<file path="config.mk">
export PLATFORM = sky130hd
export DESIGN_NAME = inst_encoder
export DESIGN_NICKNAME = d
export VERILOG_FILES = /design/src/rtl/decode_table_pkg.sv /design/src/rtl/inst_encoder_field_pack.sv /design/src/rtl/inst_encoder.sv
export SDC_FILE = /design/constraint.sdc
export NUM_CORES = 1
export LEC_CHECK = 0
export ABC_AREA = 1
export CAP_MARGIN = 20
export CELL_PAD_IN_SITES_DETAIL_PLACEMENT = 1
export CELL_PAD_IN_SITES_GLOBAL_PLACEMENT = 1
export CORE_UTILIZATION = 33
export CTS_CLUSTER_DIAMETER = 100
export DETAILED_ROUTE_END_ITERATION = 12
export PLACE_DENSITY_LB_ADDON = 0.1
export SYNTH_ARGS = -nofsm -noshare
export SYNTH_HDL_FRONTEND = slang
export SYNTH_SLANG_ARGS = --single-unit
</file>
<file path="constraint.sdc">
create_clock -name clk -period 4 [get_ports clk]
set_input_delay 0.4 -clock clk [delete_from_list [all_inputs] [get_ports clk]]
set_output_delay 0.4 -clock clk [all_outputs]
set_load 0.005 [all_outputs]
</file>
<file path="src/rtl/decode_table_pkg.sv">
// decode_table: shared MIPS encoding tables.
//   opcode_t / funct_t : primary opcode and SPECIAL funct field values.
//   enc_op_t           : symbolic request for the instruction encoder; every
//                        opcode_t/funct_t instruction plus ENC_NOP and ENC_LI.
//   enc_state_t        : encoder sequencing state.
//   FUNCT_SYNC_WORD    : complete SYNC instruction word.
//   r_word/i_word/j_word : field assembly helpers for the three formats.
package decode_table;

    typedef enum logic [5:0] {
        OP_SPECIAL = 6'h00, OP_J     = 6'h02, OP_JAL   = 6'h03, OP_BEQ  = 6'h04,
        OP_BNE     = 6'h05, OP_BLEZ  = 6'h06, OP_BGTZ  = 6'h07, OP_ADDI = 6'h08,
        OP_ADDIU   = 6'h09, OP_SLTI  = 6'h0A, OP_SLTIU = 6'h0B, OP_ANDI = 6'h0C,
        OP_ORI     = 6'h0D, OP_XORI  = 6'h0E, OP_LUI   = 6'h0F, OP_LB   = 6'h20,
        OP_LH      = 6'h21, OP_LW    = 6'h23, OP_LBU   = 6'h24, OP_LHU  = 6'h25,
        OP_SB      = 6'h28, OP_SH    = 6'h29, OP_SW    = 6'h2B
    } opcode_t;

    typedef enum logic [5:0] {
        FN_SLL  = 6'h00, FN_SRL  = 6'h02, FN_SRA  = 6'h03, FN_SLLV = 6'h04,
        FN_SRLV = 6'h06, FN_SRAV = 6'h07, FN_JR   = 6'h08, FN_SYNC = 6'h0F,
        FN_MFHI = 6'h10, FN_MTHI = 6'h11, FN_MFLO = 6'h12, FN_MTLO = 6'h13,
        FN_ADD  = 6'h20, FN_ADDU = 6'h21, FN_SUB  = 6'h22, FN_SUBU = 6'h23,
        FN_AND  = 6'h24, FN_OR   = 6'h25, FN_XOR  = 6'h26, FN_NOR  = 6'h27,
        FN_SLT  = 6'h2A, FN_SLTU = 6'h2B
    } funct_t;

    typedef enum logic [5:0] {
        ENC_NOP = 6'd0, ENC_SLL, ENC_SRL, ENC_SRA, ENC_SLLV, ENC_SRLV, ENC_SRAV,
        ENC_JR, ENC_SYNC, ENC_MFHI, ENC_MTHI, ENC_MFLO, ENC_MTLO,
        ENC_ADD, ENC_ADDU, ENC_SUB, ENC_SUBU, ENC_AND, ENC_OR, ENC_XOR, ENC_NOR,
        ENC_SLT, ENC_SLTU, ENC_J, ENC_JAL, ENC_BEQ, ENC_BNE, ENC_BLEZ, ENC_BGTZ,
        ENC_ADDI, ENC_ADDIU, ENC_SLTI, ENC_SLTIU, ENC_ANDI, ENC_ORI, ENC_XORI,
        ENC_LUI, ENC_LB, ENC_LH, ENC_LW, ENC_LBU, ENC_LHU, ENC_SB, ENC_SH, ENC_SW,
        ENC_LI
    } enc_op_t;

    typedef enum logic {
        S_IDLE  = 1'b0,
        S_LI_LO = 1'b1
    } enc_state_t;

    localparam logic [31:0] FUNCT_SYNC_WORD = {26'd0, FN_SYNC};

    function automatic logic [31:0] r_word(input funct_t fn, input logic [4:0] rs,
                                           input logic [4:0] rt, input logic [4:0] rd,
                                           input logic [4:0] sh);
        return {OP_SPECIAL, rs, rt, rd, sh, fn};
    endfunction

    function automatic logic [31:0] i_word(input opcode_t op, input logic [4:0] rs,
                                           input logic [4:0] rt, input logic [15:0] imm);
        return {op, rs, rt, imm};
    endfunction

    function automatic logic [31:0] j_word(input opcode_t op, input logic [25:0] target);
        return {op, target};
    endfunction

endpackage

</file>
<file path="src/rtl/inst_encoder_field_pack.sv">
// inst_field_pack: purely combinational symbolic-op to instruction-word packer.
//   op_i, rs_i, rt_i, rd_i, shamt_i, imm_i[15:0], target_i : request fields
//   word_o    : assembled 32-bit instruction (0 when illegal)
//   illegal_o : op_i has no encoding here (includes ENC_LI, which the
//               encoder splits into LUI/ORI before it reaches this block)
module inst_field_pack
    import decode_table::*;
(
    input  enc_op_t     op_i,
    input  logic [4:0]  rs_i,
    input  logic [4:0]  rt_i,
    input  logic [4:0]  rd_i,
    input  logic [4:0]  shamt_i,
    input  logic [15:0] imm_i,
    input  logic [25:0] target_i,
    output logic [31:0] word_o,
    output logic        illegal_o
);

    // Field assembly; fields a format does not use are forced to zero.
    always_comb begin
        word_o    = 32'd0;
        illegal_o = 1'b0;
        case (op_i)
            ENC_NOP:   word_o = 32'd0;
            ENC_SLL:   word_o = r_word(FN_SLL,  5'd0, rt_i, rd_i, shamt_i);
            ENC_SRL:   word_o = r_word(FN_SRL,  5'd0, rt_i, rd_i, shamt_i);
            ENC_SRA:   word_o = r_word(FN_SRA,  5'd0, rt_i, rd_i, shamt_i);
            ENC_SLLV:  word_o = r_word(FN_SLLV, rs_i, rt_i, rd_i, 5'd0);
            ENC_SRLV:  word_o = r_word(FN_SRLV, rs_i, rt_i, rd_i, 5'd0);
            ENC_SRAV:  word_o = r_word(FN_SRAV, rs_i, rt_i, rd_i, 5'd0);
            ENC_JR:    word_o = r_word(FN_JR,   rs_i, 5'd0, 5'd0, 5'd0);
            ENC_SYNC:  word_o = FUNCT_SYNC_WORD;
            ENC_MFHI:  word_o = r_word(FN_MFHI, 5'd0, 5'd0, rd_i, 5'd0);
            ENC_MTHI:  word_o = r_word(FN_MTHI, rs_i, 5'd0, 5'd0, 5'd0);
            ENC_MFLO:  word_o = r_word(FN_MFLO, 5'd0, 5'd0, rd_i, 5'd0);
            ENC_MTLO:  word_o = r_word(FN_MTLO, rs_i, 5'd0, 5'd0, 5'd0);
            ENC_ADD:   word_o = r_word(FN_ADD,  rs_i, rt_i, rd_i, 5'd0);
            ENC_ADDU:  word_o = r_word(FN_ADDU, rs_i, rt_i, rd_i, 5'd0);
            ENC_SUB:   word_o = r_word(FN_SUB,  rs_i, rt_i, rd_i, 5'd0);
            ENC_SUBU:  word_o = r_word(FN_SUBU, rs_i, rt_i, rd_i, 5'd0);
            ENC_AND:   word_o = r_word(FN_AND,  rs_i, rt_i, rd_i, 5'd0);
            ENC_OR:    word_o = r_word(FN_OR,   rs_i, rt_i, rd_i, 5'd0);
            ENC_XOR:   word_o = r_word(FN_XOR,  rs_i, rt_i, rd_i, 5'd0);
            ENC_NOR:   word_o = r_word(FN_NOR,  rs_i, rt_i, rd_i, 5'd0);
            ENC_SLT:   word_o = r_word(FN_SLT,  rs_i, rt_i, rd_i, 5'd0);
            ENC_SLTU:  word_o = r_word(FN_SLTU, rs_i, rt_i, rd_i, 5'd0);
            ENC_J:     word_o = j_word(OP_J,   target_i);
            ENC_JAL:   word_o = j_word(OP_JAL, target_i);
            ENC_BEQ:   word_o = i_word(OP_BEQ,   rs_i, rt_i, imm_i);
            ENC_BNE:   word_o = i_word(OP_BNE,   rs_i, rt_i, imm_i);
            ENC_BLEZ:  word_o = i_word(OP_BLEZ,  rs_i, rt_i, imm_i);
            ENC_BGTZ:  word_o = i_word(OP_BGTZ,  rs_i, 5'd0, imm_i);
            ENC_ADDI:  word_o = i_word(OP_ADDI,  rs_i, rt_i, imm_i);
            ENC_ADDIU: word_o = i_word(OP_ADDIU, rs_i, rt_i, imm_i);
            ENC_SLTI:  word_o = i_word(OP_SLTI,  rs_i, rt_i, imm_i);
            ENC_SLTIU: word_o = i_word(OP_SLTIU, rs_i, rt_i, imm_i);
            ENC_ANDI:  word_o = i_word(OP_ANDI,  rs_i, rt_i, imm_i);
            ENC_ORI:   word_o = i_word(OP_ORI,   rs_i, rt_i, imm_i);
            ENC_XORI:  word_o = i_word(OP_XORI,  rs_i, rt_i, imm_i);
            ENC_LUI:   word_o = i_word(OP_LUI,   5'd0, rt_i, imm_i);
            ENC_LB:    word_o = i_word(OP_LB,    rs_i, rt_i, imm_i);
            ENC_LH:    word_o = i_word(OP_LH,    rs_i, rt_i, imm_i);
            ENC_LW:    word_o = i_word(OP_LW,    rs_i, rt_i, imm_i);
            ENC_LBU:   word_o = i_word(OP_LBU,   rs_i, rt_i, imm_i);
            ENC_LHU:   word_o = i_word(OP_LHU,   rs_i, rt_i, imm_i);
            ENC_SB:    word_o = i_word(OP_SB,    rs_i, rt_i, imm_i);
            ENC_SH:    word_o = i_word(OP_SH,    rs_i, rt_i, imm_i);
            ENC_SW:    word_o = i_word(OP_SW,    rs_i, rt_i, imm_i);
            default:   illegal_o = 1'b1;
        endcase
    end

endmodule

</file>
<file path="src/rtl/inst_encoder.sv">
// inst_encoder: symbolic instruction request -> MIPS word stream with addresses.
//   clk, rst_n (async, active low), flush (sync clear of output and address)
//   req_valid/req_ready + req_op, req_rs, req_rt, req_rd, req_shamt,
//     req_imm (I-type uses [15:0], LI all 32 bits), req_target : request side
//   inst_valid/inst_ready + inst_word, inst_addr : emitted word stream
//   err_illegal : one-cycle pulse after accepting a non-encodable request
// Optional feature: macro MIPS_ENC_PSEUDO_LI_EN enables ENC_LI (32-bit
// load-immediate as ORI, LUI, or LUI+ORI). Without it ENC_LI is illegal and
// the S_LI_LO state is never entered.
module inst_encoder
    import decode_table::*;
#(
    parameter int                ADDR_W    = 32,
    parameter logic [ADDR_W-1:0] BASE_ADDR = ADDR_W'(32'hBFC0_0000)
) (
    input  logic              clk,
    input  logic              rst_n,
    input  logic              flush,
    input  logic              req_valid,
    output logic              req_ready,
    input  enc_op_t           req_op,
    input  logic [4:0]        req_rs,
    input  logic [4:0]        req_rt,
    input  logic [4:0]        req_rd,
    input  logic [4:0]        req_shamt,
    input  logic [31:0]       req_imm,
    input  logic [25:0]       req_target,
    output logic              inst_valid,
    input  logic              inst_ready,
    output logic [31:0]       inst_word,
    output logic [ADDR_W-1:0] inst_addr,
    output logic              err_illegal
);

    enc_state_t        state_q;
    logic              inst_valid_q;
    logic [31:0]       inst_word_q;
    logic [ADDR_W-1:0] inst_addr_q;
    logic              err_q;

    enc_op_t           pack_op_d;
    logic [4:0]        pack_rs_d;
    logic [15:0]       pack_imm_d;
    logic [31:0]       pack_word_s;
    logic              pack_illegal_s;
    logic              xfer_s;
    logic              accept_s;

`ifdef MIPS_ENC_PSEUDO_LI_EN
    logic              li_split_d;
    logic [4:0]        li_rt_q;
    logic [15:0]       li_lo_q;
`else
    logic              unused_imm_hi_s;
    assign unused_imm_hi_s = ^req_imm[31:16];
`endif

    // Gating on rst_n keeps req_ready low while reset is held.
    assign req_ready = rst_n & ~flush & (state_q == S_IDLE) & (~inst_valid_q | inst_ready);
    assign accept_s  = req_valid & req_ready;
    assign xfer_s    = inst_valid_q & inst_ready;

    // Select what the single packer encodes: the pending ORI beat, an LI
    // rewritten to LUI/ORI, or the request as presented.
    always_comb begin
        pack_op_d  = req_op;
        pack_rs_d  = req_rs;
        pack_imm_d = req_imm[15:0];
`ifdef MIPS_ENC_PSEUDO_LI_EN
        li_split_d = 1'b0;
        if (state_q == S_LI_LO) begin
            pack_op_d  = ENC_ORI;
            pack_rs_d  = li_rt_q;
            pack_imm_d = li_lo_q;
        end else if (req_op == ENC_LI) begin
            if (req_imm[31:16] == 16'd0) begin
                pack_op_d = ENC_ORI;
                pack_rs_d = 5'd0;
            end else begin
                pack_op_d  = ENC_LUI;
                pack_imm_d = req_imm[31:16];
                li_split_d = (req_imm[15:0] != 16'd0);
            end
        end else begin
            pack_op_d = req_op;
        end
`endif
    end

    // In S_LI_LO rt and the ORI source register are both the held li_rt_q.
    inst_field_pack u_field_pack (
        .op_i      (pack_op_d),
        .rs_i      (pack_rs_d),
`ifdef MIPS_ENC_PSEUDO_LI_EN
        .rt_i      ((state_q == S_LI_LO) ? li_rt_q : req_rt),
`else
        .rt_i      (req_rt),
`endif
        .rd_i      (req_rd),
        .shamt_i   (req_shamt),
        .imm_i     (pack_imm_d),
        .target_i  (req_target),
        .word_o    (pack_word_s),
        .illegal_o (pack_illegal_s)
    );

    // Sequencing FSM, output register and address counter.
    always_ff @(posedge clk or negedge rst_n) begin
        if (!rst_n) begin
            state_q      <= S_IDLE;
            inst_valid_q <= 1'b0;
            inst_word_q  <= 32'd0;
            inst_addr_q  <= BASE_ADDR;
            err_q        <= 1'b0;
`ifdef MIPS_ENC_PSEUDO_LI_EN
            li_rt_q      <= 5'd0;
            li_lo_q      <= 16'd0;
`endif
        end else if (flush) begin
            // A transfer in this cycle still completes at the consumer, but
            // the address restarts at BASE_ADDR rather than advancing.
            state_q      <= S_IDLE;
            inst_valid_q <= 1'b0;
            inst_addr_q  <= BASE_ADDR;
            err_q        <= 1'b0;
        end else begin
            err_q <= 1'b0;
            if (xfer_s) begin
                inst_addr_q <= inst_addr_q + ADDR_W'(4);
            end
`ifdef MIPS_ENC_PSEUDO_LI_EN
            if (state_q == S_LI_LO) begin
                // The ORI beat replaces the LUI beat as the LUI is taken;
                // inst_valid stays high across both.
                if (xfer_s) begin
                    inst_word_q <= pack_word_s;
                    state_q     <= S_IDLE;
                end
            end else
`endif
            if (accept_s) begin
                if (pack_illegal_s) begin
                    inst_valid_q <= 1'b0;
                    err_q        <= 1'b1;
                end else begin
                    inst_valid_q <= 1'b1;
                    inst_word_q  <= pack_word_s;
`ifdef MIPS_ENC_PSEUDO_LI_EN
                    if (li_split_d) begin
                        state_q <= S_LI_LO;
                        li_rt_q <= req_rt;
                        li_lo_q <= req_imm[15:0];
                    end
`endif
                end
            end else if (xfer_s) begin
                inst_valid_q <= 1'b0;
            end
        end
    end

    assign inst_valid  = inst_valid_q;
    assign inst_word   = inst_word_q;
    assign inst_addr   = inst_addr_q;
    assign err_illegal = err_q;

endmodule

</file>
==> impl_results.md, run 1 <==
* Vias at 4737
* Die Y at 114.1 um
* IO Pins at between 150 and 200
* Routed wire per std cell at approximately 16 um
* Fin area at roughly 6000 um2
* TritonCTS Sinks at 63
* Post-synth EDFFs at 0
* Hold Vio Cnt, Final at 0
* Post-CTS Hold Buffers at 0
* Worst r2r path cells at 9
* Pwr/cell area at around 350 nW/um2
* Worst-case clock buffer depth at 2
* Pre-CTS setup slack at between 0.8 and 0.9 ns
* Final net count at a little under 900
* Global-route wire length before repair at 25550 um
* Sequential-to-total area share from yosys stat at 0.3830
* Post-Synth Adder-Cell Area at 0.003018
* R2R setup slack at 1.94 ns
* Post_cts resized at 0
* Fill count at 1562
* Yosys warns at 0
* Initial core utilization at 0.3423
* Post-synth top area share at 0.3260
* Lkg Pwr at ~2.9 nW
* Placement Cell Area at between 5000 and 6000 um2
* Main flop type after synthesis: dfrtp_1
* Nature of the critical path endpoint: flip-flop
* Yosys cell types at 37
* Post-Synth Simple-Gate Area at 0.4298
* Routability congestion estimate at approximately 0.94
* Final WS setup at between 1 and 1.5 ns
* Row count at 40
* Clk_lat worst skew at around 0.34 ns
* Post-Synth XOR/XNOR Area at 0
* Maximum number of pins on one net before global-route repair at 64
* Diode count at 0
* Largest cells by area after synthesis: dfrtp_1 (33%), nand2_1 (22%), nand3_1 (7.1%), nor2_1 (5.9%), dfstp_2 (5.7%)
* Crit-path cells: clkdlybuf4s50_1 -> inv_1 -> nor2_1 -> nand2_1 -> nand2_1 -> nand2_1 -> nand2_1 -> nor2_2 -> nand2_2 -> nand2_4 -> inv_2 -> nand3_1 -> nand2_1
* F_max at roughly 0.36 GHz
* Clock slew at reported path FFs at about 0.060 ns
* Drt drc at 0
* Worst min-delay path class: input pin to async pin
* Synthesis-to-finish area growth at 44.19%
* Final Hold Slack at between 0.2 and 0.3 ns
* Initial antenna violation count at 0
* Crit-path max FO at 35
* Final TNS setup at 0 ns
* Tcrit/Tclk final at 0.6856
* Multiplexer area fraction after synthesis at 0
* Synthesized area at 4145 um2
* Crit path launch type: input pin
* Top sig layer: met4
* Avg Cell Area, Syn at ~6.5 um2
* Die area at roughly 13000 um2
* CTS tree: built
* Post-synth top area cell: dfrtp_1
* Most used cell, CP: nand2_1
* Worst-Margin Slew at 0.8630 ns
* Vias per cell at ~5.0
* Postcts setup bufs at 0
* Drt total wl at between 15000 and 20000 um
* Met1 wire length at ~6500 um
* Slowest-stage cell, CP: clkdlybuf4s50_1
* Max-Cap Viols at 0
* Status: finished, final reports clean
* First DRT Iteration DRCs at 177
* CTS root buf: clkbuf_16
* Tmin final at around 2.7 ns
* Total global routing overflow at 0
* Clk_skew at 0.006421 ns
* First-pass DRT Iterations at 6
* Slew Limit Fails at 0
* Critical Path AT at a little under 3 ns
* Antenna viol nets, final at 0
* H-tree depth at 3
* CP peak stage delay at ~0.55 ns
* Worst vdd ir at 0.1979 mV
* RSZ-0062 raised after global routing: false
* Cell count after synthesis at 642
* Die W at ~110 um
* Routed wl met3 at between 700 and 800 um
* Main combinational cell family by area after synthesis: simple AND/OR/NAND/NOR gates
* Layout cells sized above 1 at 0.06897
* Vias in the first global route at roughly 5100
* Async SR Flop Fraction at 1.000
* Register bit total from synthesis at between 60 and 70
* Met2 WL at slightly below 8000 um
* CTS Buf Count at 9
* Synth Area in Compound Gates at 0.09840
* Core Area at approximately 12000 um2
* HPWL Detailed at 11900 um
* Slew margin rel. at 0.4247
* Gr usage total at 0.2546
* CP required at 4.22 ns
* Setup violations, final at 0
* Port bufs at around 140
* Critical path type: input pin to flip-flop
-- layer usage --
layer  up-vias  GRT usage
li1       2318          -
met1      2309     0.2913
met2        90     0.4558
met3        20    0.07041
met4         0    0.08571
met5         -          0
-- final cells by class --
type                            instances  area, um2  area share
Clock buffer                           10      239.0     0.03998
Tap cell                              168      210.2     0.03517
Timing Repair Buffer                  140       1386      0.2319
Sequential cell                        63       1588      0.2656
Multi-Input combinational cell        498       2213      0.3703
Inverter                               66      247.7     0.04145
Clock inverter                          6      92.59     0.01549
-- logic make-up after synthesis --
group                    Yosys count
other                              1
AND/OR/NAND/NOR                  423
AO/OA/AOI/OAI                     71
flip-flops                        63
buffers and inverters             83
adder cells (fa/ha/maj)            1
-- state kept, by name (all words and copies together) (netlist names) --
signal / cells
err_illegal: 1
inst_addr: 30
inst_valid: 1
inst_word: 31
-- path summary, 6_finish.rpt --
| path | start | to |
|---|---|---|
| max | req_op[1] | inst_word[17] |
| min | rst_n | inst_addr[2] |
| max reg2reg | inst_valid | inst_word[17] |
| min reg2reg | inst_word[3] | inst_word[3] |
| max in group asynchronous | rst_n | inst_word[31] |
| min in group clk | rst_n | err_illegal |
-- cell usage in the layout, fill, tap and decap left out, types with 6 or more instances in the layout --
cell	count
or2_2	11
nand4_1	6
o21ai_0	25
clkbuf_16	9
dfrtp_1	54
nand3_1	59
nor3_1	20
a22oi_1	7
a21oi_1	24
inv_1	63
nand2_1	246
nor2_1	65
dfstp_2	9
clkdlybuf4s50_1	135
-- Yosys cell counts, types with 2 or more instances --
library cell and count:
o211ai_1 3, nand2_1 246, nor2_1 65, nor3_1 20, dfstp_2 9, clkbuf_1 4
dfrtp_1 54, and3_1 2, a21boi_0 5, buf_2 5, a21oi_1 24, o21a_1 2
buf_4 5, a22oi_1 7, nand2_2 5, nor2_2 3, buf_6 2, o21ai_0 25
nand4_1 6, inv_2 3, inv_1 63, or2_2 11, nand3_1 59
-- per-stage QoR --
step	utilization	total power, mW	std cells
global placement	0.4661	1.223	935
floorplan	-	0.9372	644
CTS	0.4935	2.133	951
global route	0.4935	2.207	951
detailed placement	0.4661	1.234	935
finish	0.4935	2.103	951
-- worst max-delay path: cells and delay by family --
family | cells | cell delay, ns
buf+inv | 3 | 1.12
simple gates | 10 | 1.43
-- where the power goes --
group          internal, mW  leakage (nW)  switching, mW
combinational         0.248          1.95          0.218
sequential            0.709         0.826         0.0446
clock                 0.566         0.155          0.318
Note: power is estimated with default switching activity, not from simulation.
==> inputs of run 2 (changes only) <==
--- a/config.mk
+++ b/config.mk
@@ -9,7 +9,7 @@
 export CAP_MARGIN = 20
 export CELL_PAD_IN_SITES_DETAIL_PLACEMENT = 1
 export CELL_PAD_IN_SITES_GLOBAL_PLACEMENT = 1
-export CORE_UTILIZATION = 33
+export CORE_UTILIZATION = 27
 export CTS_CLUSTER_DIAMETER = 100
 export DETAILED_ROUTE_END_ITERATION = 12
 export PLACE_DENSITY_LB_ADDON = 0.1
==> constraint.sdc (replaced) <==
create_clock -name clk -period 2.42 [get_ports clk]
set_input_delay 0.242 -clock clk [delete_from_list [all_inputs] [get_ports clk]]
set_output_delay 0.242 -clock clk [all_outputs]
set_load 0.005 [all_outputs]
==> run 2 against run 1 <==
Global-route usage shrank 4.9 points. Clock skew grew 0.0011 ns. Largest power group unchanged. Sequential power grew 66%. Flip-flop and latch count is the same. First-iteration DRC count grew 25%. Critical path type unchanged.
==> impl_results.md, run 2 (synthesis results as in run 1) <==
* Status: finished, final reports clean (unchanged)
* H-tree depth at 3 (unchanged)
* Slowest-stage cell, CP: clkdlybuf4s50_1 (unchanged)
* Gr usage total at 0.2060 (was 0.2546)
* Diode count at 0 (unchanged)
* Crit-path cells: clkdlybuf4s50_1 -> nor2_1 -> nand2_1 -> o21ai_1 -> nor3_1 -> nand2_2 -> nand2_4 -> inv_2 -> buf_4 -> nand2_1 -> nand2_1 (was clkdlybuf4s50_1 -> inv_1 -> nor2_1 -> nand2_1 -> nand2_1 -> nand2_1 -> nand2_1 -> nor2_2 -> nand2_2 -> nand2_4 -> inv_2 -> nand3_1 -> nand2_1)
* Vias in the first global route at 5120 (was 5145)
* Fin area at 6218 um2 (was 5977 um2)
* Critical Path AT at 2.34 ns (was 2.96 ns)
* Slew margin rel. at 0.4406 (was 0.4247)
* Die W at 125.9 um (was 114.1 um)
* Row count at 44 (was 40)
* Max FFs per register at 31 (unchanged)
* CTS Buf Count at 9 (unchanged)
* Clk_skew at 0.007553 ns (was 0.006421 ns)
* CP required at 2.70 ns (was 4.22 ns)
* Commonest non-fill, non-tap cell in the layout: nand2_1 (unchanged)
* Most used cell, CP: nand2_1 (unchanged)
* Total global routing overflow at 0 (unchanged)
* CTS tree: built (unchanged)
* Port bufs at 136 (unchanged)
* Tcrit/Tclk final at 0.8529
* Pwr/cell area at 547.8 nW/um2 (was 351.9 nW/um2)
* Worst-case clock buffer depth at 2 (unchanged)
* Clock slew at reported path FFs at 0.06 ns (about the same)
* Internal cell power at 2.466 mW (was 1.523 mW)
* First DRT Iteration DRCs at 222 (was 177)
* First-pass DRT Iterations at 4 (was 6)
* Critical path type: input pin to flip-flop (unchanged)
* Drt total wl at 15480 um (was 15400 um)
* R2R setup slack at 0.37 ns (was 1.94 ns)
* Initial antenna violation count at 0 (unchanged)
* CP peak stage delay at 0.49 ns (was 0.55 ns)
* Highest-count cells in the layout ignoring fill and taps: nand2_1 (246), clkdlybuf4s50_1 (135), nor2_1 (65) (unchanged)
* Worst-Margin Slew at 0.8392 ns (was 0.8630 ns)
* Worst min-delay path class: input pin to async pin (unchanged)
* Core Area at 14750 um2 (was 12110 um2)
* Die Y at 125.9 um (was 114.1 um)
* Total power at 3.406 mW (was 2.103 mW)
* Placement Cell Area at 5916 um2 (was 5645 um2)
* WP depth at 11 (was 13)
* Net Sw Power at 940.2 uW (was 580.5 uW)
* CP top delay family: simple AND/OR/NAND/NOR gates (unchanged)
* Sequential power share at 0.366 (was 0.358)
* F_max at between 0.4 and 0.5 GHz
* HPWL Detailed at 12430 um (was 11900 um)
* Vias per cell at 4.785 (was 4.981)
* Clock share of power at 0.399 (was 0.420)
* TritonCTS Sinks at 63 (unchanged)
* Max-Cap Viols at 0 (unchanged)
* Crit path launch type: input pin (unchanged)
* Fill count at 1894 (was 1562)
* Logic gate share of total power at 0.235 (was 0.221)
* Routed wire per std cell at 15.53 um (was 16.19 um)
* Global-route wire length before repair at 25560 um (was 25550 um)
* Final net count at 898 (was 868)
* Tmin final at a little over 2 ns
* Slew Limit Fails at 0 (unchanged)
* Maximum number of pins on one net before global-route repair at 64 (unchanged)
* Drt drc at 0 (unchanged)
* Die area at 15850 um2 (was 13010 um2)
* Post_cts resized at 0 (unchanged)
* Antenna viol nets, final at 0 (unchanged)
* Nature of the critical path endpoint: flip-flop (unchanged)
* Synthesis-to-finish area growth at 50.01% (was 44.19%)
* Switching share of power at 0.2760 (about the same)
* Clk_lat worst skew at 0.34 ns (about the same)
* IO Pins at 156 (unchanged)
* Setup violations, final at 0 (unchanged)
* Initial core utilization at 0.2810 (was 0.3423)
* Crit-path max FO at 16 (was 35)
* Buffers plus inverters on the worst setup path at 3 (unchanged)
* Hold Vio Cnt, Final at 0 (unchanged)
* Post-CTS Hold Buffers at 0 (unchanged)
* CTS root buf: clkbuf_16 (unchanged)
* Lkg Pwr at 3.077 nW (was 2.935 nW)
* Routability congestion estimate at 0.9107 (was 0.9442)
* Vias at 4771 (was 4737)
* Worst vdd ir at 0.3276 mV (was 0.1979 mV)
* Postcts setup bufs at 0 (unchanged)
* Worst r2r path cells at 10 (was 9)
* Layout cells sized above 1 at 0.1009 (was 0.06897)
* Final TNS setup at 0 ns (unchanged)
* RSZ-0062 raised after global routing: false (unchanged)
## run 2: changes by cell type in the layout (fill, tap and decap cells not counted), sizes merged
cell	delta
buf	+30
clkbuf	+3
bufinv	-1
clkinvlp	-1
inv	-1
## run 2: final timing paths
| path | start | end |
|---|---|---|
| setup / recovery | req_op[0] | inst_word[10] |
| hold / removal | rst_n | inst_word[8] |
| max in group asynchronous | rst_n | inst_word[13] |
| hold reg to reg | inst_word[17] | inst_word[17] |
| setup reg to reg | inst_addr[2] | inst_addr[24] |
| min in group clk | rst_n | err_illegal |
## run 2: layout make-up
| cell class | count | area [um2] | area share |
|---|---|---|---|
| tap | 184 | 230.2 | 0.03702 |
| sequential | 63 | 1588 | 0.2553 |
| inverter | 66 | 247.7 | 0.03984 |
| clock buffer | 13 | 260.3 | 0.04185 |
| multi-input combinational | 498 | 2213 | 0.3559 |
| timing repair buffer | 170 | 1637 | 0.2632 |
| clock inverter | 3 | 42.54 | 0.006841 |
## run 2: metal layers
layer | wire length [um] | share of wire | GRT usage | up-vias
li1 | - | - | - | 2370
met1 | 6680 | 0.43 | 0.2381 | 2271
met2 | 7818 | 0.51 | 0.3776 | 108
met3 | 650 | 0.042 | 0.03483 | 22
met4 | 330 | 0.021 | 0.07867 | 0
met5 | 0 | 0 | 0 | -
## run 2: stage by stage
stage               hold slack, ns  utilization  instances  setup slack [ns]
finish                      0.1056       0.4215        997            0.3559
detailed placement          0.4702       0.4010        981           0.01057
CTS                         0.1508       0.4215        997            0.3092
global route                0.2023       0.4215        997            0.1503
global placement            0.4645       0.4010        981           0.04004
floorplan                 -0.05359            -        644            0.8440
## run 2: power by group through the flow
stage | clock network [mW] | registers (mW) | logic [mW]
after floorplan | 0 | 1.26 | 0.287
after global routing | 1.43 | 1.26 | 0.889
after global placement | 0 | 1.26 | 0.807
final | 1.36 | 1.25 | 0.800
after CTS | 1.39 | 1.25 | 0.816
after detailed placement | 0 | 1.26 | 0.811
